[config.mk]
export PLATFORM = sky130hd
export DESIGN_NAME = counter_load_seq_flat
export DESIGN_NICKNAME = d
export VERILOG_FILES = /design/src/rtl/counter_load_seq_if.sv /design/src/rtl/counter_load_seq.sv /design/src/flat_wrapper.sv
export SDC_FILE = /design/constraint.sdc
export NUM_CORES = 1
export LEC_CHECK = 0
export ABC_AREA = 1
export CAP_MARGIN = 40
export CORE_ASPECT_RATIO = 1.2
export CORE_UTILIZATION = 40
export CTS_BUF_LIST = sky130_fd_sc_hd__clkbuf_4
export CTS_CLUSTER_SIZE = 24
export DETAILED_ROUTE_END_ITERATION = 16
export PLACE_DENSITY = 0.7
export SETUP_SLACK_MARGIN = 0.5
export SLEW_MARGIN = 20
export SYNTH_ARGS = -nofsm -noshare
export SYNTH_HDL_FRONTEND = slang
export SYNTH_SLANG_ARGS = --single-unit
[constraint.sdc]
create_clock -name clk -period 2.5 [get_ports clk]
set_clock_uncertainty 0.15 [all_clocks]
set_input_delay 0.5 -clock clk [delete_from_list [all_inputs] [get_ports clk]]
set_output_delay 0.5 -clock clk [all_outputs]
set_load 0.05 [all_outputs]
[src/rtl/counter_load_seq_if.sv]
// counter_load_seq_if: stream, counter-side and status signals of the reload
// sequencer. The sequencer connects through the slave modport. The environment
// (stream source plus the counter) connects through the master modport.
//
// Stream handshake: a reload value transfers on every rising clk edge where
// in_valid && in_ready are both high. in_ready does not depend on in_valid.
// While in_valid is high and the transfer has not happened, the source holds
// in_data stable.
interface counter_load_seq_if #(
    parameter int IDATA_WIDTH  = 16,
    parameter int OUTPUT_WIDTH = 16,
    parameter int FIFO_DEPTH   = 4
);
    logic                          in_valid;
    logic                          in_ready;
    logic [IDATA_WIDTH-1:0]        in_data;
    logic                          arm;
    logic [OUTPUT_WIDTH-1:0]       count;
    logic                          load;
    logic [IDATA_WIDTH-1:0]        data_in;
    logic [$clog2(FIFO_DEPTH):0]   fifo_level;
    logic                          underrun;
    logic [0:0]                    fsm_state;  // debug view of the sequencer FSM

    modport master (
        output in_valid, in_data, arm, count,
        input  in_ready, load, data_in, fifo_level, underrun, fsm_state
    );

    modport slave (
        input  in_valid, in_data, arm, count,
        output in_ready, load, data_in, fifo_level, underrun, fsm_state
    );
endinterface

[src/rtl/counter_load_seq.sv]
// counter_load_seq: reload sequencer for a free-running counter.
// Reload values arrive over a valid/ready stream and are buffered in a FIFO.
// Each value is issued on load/data_in at start-up or right after the counter
// wraps from all-ones to zero.
// Optional feature macro COUNTER_LOAD_SEQ_REPEAT_EN: when the FIFO is empty at
// a wrap, the last loaded value is re-issued instead of flagging underrun.
module counter_load_seq #(
    parameter int IDATA_WIDTH  = 16,
    parameter int OUTPUT_WIDTH = 16,
    parameter int FIFO_DEPTH   = 4
) (
    input logic              clk,
    input logic              reset,
    counter_load_seq_if.slave bus
);
    localparam int PW = $clog2(FIFO_DEPTH);
    localparam int LW = PW + 1;

    localparam logic [0:0] ST_IDLE = 1'b0;
    localparam logic [0:0] ST_RUN  = 1'b1;

    logic [IDATA_WIDTH-1:0] mem [FIFO_DEPTH];
    logic [PW-1:0]          rd_ptr;
    logic [PW-1:0]          wr_ptr;
    logic [LW-1:0]          level;
    logic                   empty;
    logic                   full;
    logic                   push;
    logic                   pop;
    logic                   count_max;
    logic [IDATA_WIDTH-1:0] head;

    logic [0:0]             state;
    logic [0:0]             state_nxt;
    logic                   wrap_pending;
    logic                   underrun_q;
    logic                   underrun_nxt;
    logic                   load_c;
    logic [IDATA_WIDTH-1:0] data_c;

`ifdef COUNTER_LOAD_SEQ_REPEAT_EN
    logic [IDATA_WIDTH-1:0] last_val;
    logic                   have_last;
`endif

    assign empty     = (level == '0);
    assign full      = (level == LW'(FIFO_DEPTH));
    assign count_max = (bus.count == {OUTPUT_WIDTH{1'b1}});
    assign head      = mem[rd_ptr];

    // A full FIFO refuses data even when a pop happens in the same cycle.
    assign push = bus.in_valid && !full;
    // Repeat loads come from last_val, so only loads taken from the FIFO pop it.
    assign pop  = load_c && !empty;

    assign bus.in_ready   = !full;
    assign bus.load       = load_c;
    assign bus.data_in    = data_c;
    assign bus.fifo_level = level;
    assign bus.underrun   = underrun_q;
    assign bus.fsm_state  = state;

    // Decide load/data_in and the next FSM state from the wrap flag and FIFO occupancy.
    always_comb begin
        state_nxt    = state;
        load_c       = 1'b0;
        data_c       = empty ? '0 : head;
        underrun_nxt = 1'b0;
        case (state)
            ST_IDLE: begin
                // The counter ignores load while at all-ones, so wait one cycle.
                if (bus.arm && !empty && !count_max) begin
                    load_c    = 1'b1;
                    state_nxt = ST_RUN;
                end
            end
            ST_RUN: begin
                if (!bus.arm) begin
                    state_nxt = ST_IDLE;
                end else if (wrap_pending) begin
                    if (!empty) begin
                        load_c = 1'b1;
                    end else begin
`ifdef COUNTER_LOAD_SEQ_REPEAT_EN
                        if (have_last) begin
                            load_c = 1'b1;
                            data_c = last_val;
                        end else begin
                            underrun_nxt = 1'b1;
                        end
`else
                        underrun_nxt = 1'b1;
`endif
                    end
                end
            end
            default: state_nxt = ST_IDLE;
        endcase
    end

    // FSM state, wrap detection and the registered underrun pulse.
    always_ff @(posedge clk) begin
        if (reset) begin
            state        <= ST_IDLE;
            wrap_pending <= 1'b0;
            underrun_q   <= 1'b0;
        end else begin
            state        <= state_nxt;
            wrap_pending <= count_max;
            underrun_q   <= underrun_nxt;
        end
    end

    // FIFO pointers and occupancy; a push and a pop together leave the level unchanged.
    always_ff @(posedge clk) begin
        if (reset) begin
            rd_ptr <= '0;
            wr_ptr <= '0;
            level  <= '0;
        end else begin
            if (push) begin
                wr_ptr <= wr_ptr + PW'(1);
            end
            if (pop) begin
                rd_ptr <= rd_ptr + PW'(1);
            end
            case ({push, pop})
                2'b10:   level <= level + LW'(1);
                2'b01:   level <= level - LW'(1);
                default: level <= level;
            endcase
        end
    end

    // FIFO storage; contents are only meaningful between the pointers.
    always_ff @(posedge clk) begin
        if (push) begin
            mem[wr_ptr] <= bus.in_data;
        end
    end

`ifdef COUNTER_LOAD_SEQ_REPEAT_EN
    // Remember the most recent value handed to the counter for repeat loads.
    always_ff @(posedge clk) begin
        if (reset) begin
            last_val  <= '0;
            have_last <= 1'b0;
        end else if (load_c) begin
            last_val  <= data_c;
            have_last <= 1'b1;
        end
    end
`endif

endmodule

[src/flat_wrapper.sv]
// flat-port wrapper written by rule: the top's interface ports become plain ports
module counter_load_seq_flat 
#(
    parameter int IDATA_WIDTH  = 16,
    parameter int OUTPUT_WIDTH = 16,
    parameter int FIFO_DEPTH   = 4
)
  (clk, reset, bus_in_valid, bus_in_data, bus_arm, bus_count, bus_in_ready, bus_load, bus_data_in, bus_fifo_level, bus_underrun, bus_fsm_state);
  counter_load_seq_if #(.IDATA_WIDTH(IDATA_WIDTH), .OUTPUT_WIDTH(OUTPUT_WIDTH), .FIFO_DEPTH(FIFO_DEPTH)) bus_i ();
  input logic clk;
  input logic reset;
  input wire logic [$bits(bus_i.in_valid)-1:0] bus_in_valid;
  input wire logic [$bits(bus_i.in_data)-1:0] bus_in_data;
  input wire logic [$bits(bus_i.arm)-1:0] bus_arm;
  input wire logic [$bits(bus_i.count)-1:0] bus_count;
  output wire logic [$bits(bus_i.in_ready)-1:0] bus_in_ready;
  output wire logic [$bits(bus_i.load)-1:0] bus_load;
  output wire logic [$bits(bus_i.data_in)-1:0] bus_data_in;
  output wire logic [$bits(bus_i.fifo_level)-1:0] bus_fifo_level;
  output wire logic [$bits(bus_i.underrun)-1:0] bus_underrun;
  output wire logic [$bits(bus_i.fsm_state)-1:0] bus_fsm_state;
  assign bus_i.in_valid = bus_in_valid;
  assign bus_i.in_data = bus_in_data;
  assign bus_i.arm = bus_arm;
  assign bus_i.count = bus_count;
  assign bus_in_ready = bus_i.in_ready;
  assign bus_load = bus_i.load;
  assign bus_data_in = bus_i.data_in;
  assign bus_fifo_level = bus_i.fifo_level;
  assign bus_underrun = bus_i.underrun;
  assign bus_fsm_state = bus_i.fsm_state;
  counter_load_seq #(.IDATA_WIDTH(IDATA_WIDTH), .OUTPUT_WIDTH(OUTPUT_WIDTH), .FIFO_DEPTH(FIFO_DEPTH)) u_core (.clk(clk), .reset(reset), .bus(bus_i));
endmodule
==> run_summary.xml <==
<?xml version="1.0" encoding="UTF-8"?>
<metrics>
  <group name="run_status">
    <metric name="run_status" unit="">finished clean</metric>
  </group>
  <group name="cells_and_area">
    <metric name="antennaDiodeCount" unit="">0</metric>
    <metric name="final-instance-count-excl-fill" unit="">455</metric>
    <metric name="synthToLayoutAreaGrowth" unit="%">43.7</metric>
    <metric name="final_net_count" unit="">402</metric>
    <metric name="layout-drive-gt1-share" unit="%">32.6</metric>
    <metric name="fill_cells" unit="">593</metric>
  </group>
  <group name="grt">
    <metric name="grt_overflow" unit="">0</metric>
    <metric name="grt_start_max_net_pins" unit="">33</metric>
    <metric name="global_route_wire_length_before_repair" unit="um">10200</metric>
    <metric name="first_global_vias" unit="">2199</metric>
    <metric name="grt_antenna_before_repair" unit="">0</metric>
    <metric name="globalRouteTotalUtil" unit="%">17.1</metric>
  </group>
  <group name="drt">
    <metric name="antenna_violating_nets_post_route" unit="">0</metric>
    <metric name="wirelength" unit="um">6650</metric>
    <metric name="drcViolationCount" unit="">0</metric>
    <metric name="routedWlPerCell" unit="um">14.6</metric>
    <metric name="dr_total_vias" unit="">2304</metric>
    <metric name="dr.pass1.iters" unit="">4</metric>
    <metric name="initialDrtViolationCount" unit="">146</metric>
    <metric name="viasPerCell" unit="">5.06</metric>
  </group>
  <group name="clocking">
    <metric name="clockBufferDepth" unit="">2</metric>
    <metric name="cts_tree" unit="">yes</metric>
    <metric name="clock_insertion_delay_worst_skew" unit="ns">0.40</metric>
    <metric name="ctsHtreeMaxLevel" unit="">3</metric>
    <metric name="clk_transition_reported_paths" unit="ns">0.11</metric>
    <metric name="cts-root-buf" unit="">sky130_fd_sc_hd__clkbuf_4</metric>
    <metric name="cts-buffers-inserted" unit="">9</metric>
    <metric name="numClockSinks" unit="">76</metric>
  </group>
  <group name="synth">
    <metric name="synth.ff_latch_count" unit="">76</metric>
    <metric name="synth_cells" unit="">274</metric>
    <metric name="synth_nets" unit="">316</metric>
    <metric name="synth.yosys.warnings" unit="">0</metric>
    <metric name="synth_top_area_cell" unit="">sky130_fd_sc_hd__edfxtp_1</metric>
    <metric name="ys.flop_type" unit="">sky130_fd_sc_hd__edfxtp_1</metric>
    <metric name="synth_most_common_cell" unit="">sky130_fd_sc_hd__nor2_1</metric>
    <metric name="distinct_cell_type_count_after_synthesis" unit="">28</metric>
    <metric name="syn_avg_cell_area" unit="um^2">11.4</metric>
    <metric name="synth-seq-area-share" unit="%">69.1</metric>
    <metric name="ys_async_sr_fraction" unit="%">0</metric>
    <metric name="ys_top_cells_by_area" unit="">sky130_fd_sc_hd__edfxtp_1, sky130_fd_sc_hd__nor2_1, sky130_fd_sc_hd__dfxtp_1</metric>
    <metric name="synth_edf_count" unit="">64</metric>
    <metric name="ys_top_cells_by_count" unit="">sky130_fd_sc_hd__nor2_1, sky130_fd_sc_hd__edfxtp_1, sky130_fd_sc_hd__a21oi_1</metric>
    <metric name="netlist_area" unit="um^2">3130</metric>
    <metric name="netlist.area_leader.share" unit="%">61.4</metric>
  </group>
  <group name="sta">
    <metric name="period_minus_slack" unit="ns">2.26</metric>
    <metric name="min_period_over_period" unit="%">90.5</metric>
    <metric name="report.final.setup_viol" unit="">0</metric>
    <metric name="worst_slack" unit="ns">0.238</metric>
    <metric name="max-slew-margin-rel" unit="%">67.2</metric>
    <metric name="fmax" unit="MHz">442</metric>
    <metric name="grt_setup_unrepaired" unit="">yes</metric>
    <metric name="setup_tns" unit="ns">0</metric>
    <metric name="pins_over_slew_limit" unit="">0</metric>
    <metric name="fin_hold_ws" unit="ns">0.339</metric>
    <metric name="tightestPinTransition" unit="ns">0.493</metric>
    <metric name="hold_viol" unit="">0</metric>
  </group>
  <group name="floorplanning">
    <metric name="ios" unit="">59</metric>
    <metric name="placementRows" unit="">34</metric>
    <metric name="die_w" unit="um">82.8</metric>
    <metric name="die_h" unit="um">98.9</metric>
    <metric name="design.die.area" unit="um^2">8190</metric>
    <metric name="starting_density" unit="%">42.3</metric>
    <metric name="design.core.area" unit="um^2">7400</metric>
  </group>
  <group name="placed_design">
    <metric name="placed_cells" unit="">424</metric>
    <metric name="detailedPlacementHpwl" unit="um">3950</metric>
    <metric name="place_congestion" unit="">0.679</metric>
    <metric name="place.port_buffers" unit="">58</metric>
    <metric name="pre_cts_worst_setup_slack" unit="ns">-0.177</metric>
  </group>
  <group name="setup_path">
    <metric name="critical_path_required" unit="ns">1.85</metric>
    <metric name="critPathKind" unit="">flip-flop to output port</metric>
    <metric name="crit_path_end_kind" unit="">output port</metric>
    <metric name="critPathMaxFanout" unit="">7</metric>
    <metric name="critPathLaunchType" unit="">flip-flop</metric>
    <metric name="data_arrival_critical_path" unit="ns">1.61</metric>
  </group>
  <group name="power_and_ir_drop">
    <metric name="power.density" unit="nW/um^2">1220</metric>
    <metric name="leakage" unit="nW">1.65</metric>
    <metric name="p_total" unit="mW">5.49</metric>
    <metric name="maximum_vdd_ir_drop" unit="mV">0.859</metric>
  </group>
  <group name="job">
    <metric name="maxCapViolations" unit="">0</metric>
  </group>
  <group name="worst_hold_path">
    <metric name="min-delay-path-class" unit="">flip-flop to flip-flop</metric>
  </group>
</metrics>
layout make-up:
cell class / instances / area, um^2 / area share [%]
clock buffers: 10 / 75.1 / 1.67
clock inverters: 6 / 113 / 2.50
inverters: 16 / 77.6 / 1.72
multi-input cells: 170 / 1070 / 23.9
flip-flops and latches: 76 / 2180 / 48.4
well taps: 90 / 113 / 2.50
repair buffers: 87 / 870 / 19.3
worst max-delay path, cell delays in order (launching register included):
cell and delay, ns:
sky130_fd_sc_hd__dfxtp_4 0.46, sky130_fd_sc_hd__buf_4 0.17, sky130_fd_sc_hd__nor2_1 0.05, sky130_fd_sc_hd__nor2_1 0.07, sky130_fd_sc_hd__o21ai_1 0.10, sky130_fd_sc_hd__a21oi_4 0.18
sky130_fd_sc_hd__buf_6 0.17
final timing paths:
path                                               from  slack [ns]  cells after the start                                    end
setup / recovery                              flip-flop        0.24                      6                         bus_data_in[9]
hold / removal           u_core.wrap_pending$_SDFF_PP0_        0.34                      1         u_core.bus.underrun$_SDFF_PP0_
setup reg to reg  u_core.bus.fifo_level[0]$_SDFFE_PP0P_        0.37                     14  u_core.bus.fifo_level[2]$_SDFFE_PP0P_
hold reg to reg          u_core.wrap_pending$_SDFF_PP0_        0.34                      1         u_core.bus.underrun$_SDFF_PP0_
timing repair:
item	CTS	global route
hold buffers	0	0
buffers inserted	9	4
setup endpoints to repair	25	23
pin swaps	19	12
gates resized for setup	78	32
cloned	0	2
stage by stage:
| stage | instance area, um^2 | utilization (%) |
|---|---|---|
| after floorplan | 3310 | - |
| after global placement | 4010 | 54.2 |
| after detailed placement | 4010 | 54.2 |
| after CTS | 4370 | 59.1 |
| after global routing | 4500 | 60.8 |
| final | 4500 | 60.8 |
routing by layer:
layer / track usage, % / wire, um / vias up
met3: 3.52 / 346 / 13
met2: 28.9 / 3500 / 77
met5: 0 / 0 / -
li1: - / - / 1120
met4: 8.49 / 123 / 0
met1: 20.2 / 2680 / 1094
cells by family after synthesis:
family          after synthesis  synth area share, %
flops                        76                 69.1
fa+ha+maj                     6                 2.64
simple gates                101                 13.3
buf+inv                      28                 4.08
xor+xnor                      1                0.280
compound gates               62                 10.6
placed cells by master, fill, tap and decap left out, types with 9 or more instances in the layout:
master / count
sky130_fd_sc_hd__buf_4: 21
sky130_fd_sc_hd__clkbuf_4: 11
sky130_fd_sc_hd__inv_1: 9
sky130_fd_sc_hd__nor2_1: 66
sky130_fd_sc_hd__edfxtp_1: 64
sky130_fd_sc_hd__a21oi_4: 10
sky130_fd_sc_hd__clkdlybuf4s50_1: 18
sky130_fd_sc_hd__dlygate4sd2_1: 18
sky130_fd_sc_hd__nand2_1: 13
sky130_fd_sc_hd__o21ai_1: 27
sky130_fd_sc_hd__buf_6: 16
where the power goes:
group          internal [mW]  total (mW)  switching (mW)
sequential              1.54        1.63          0.0954
clock                  0.520       0.933           0.413
combinational           1.12        2.92            1.80
registers in the layout (all words and copies together), names as in the netlist, named ones only:
name,cells
u_core.bus.fsm_state,1
u_core.rd_ptr,2
u_core.wrap_pending,1
u_core.mem,64
u_core.wr_ptr,2
u_core.bus.underrun,1
u_core.bus.fifo_level,3
No activity file was read; power rests on OpenSTA's default activity.
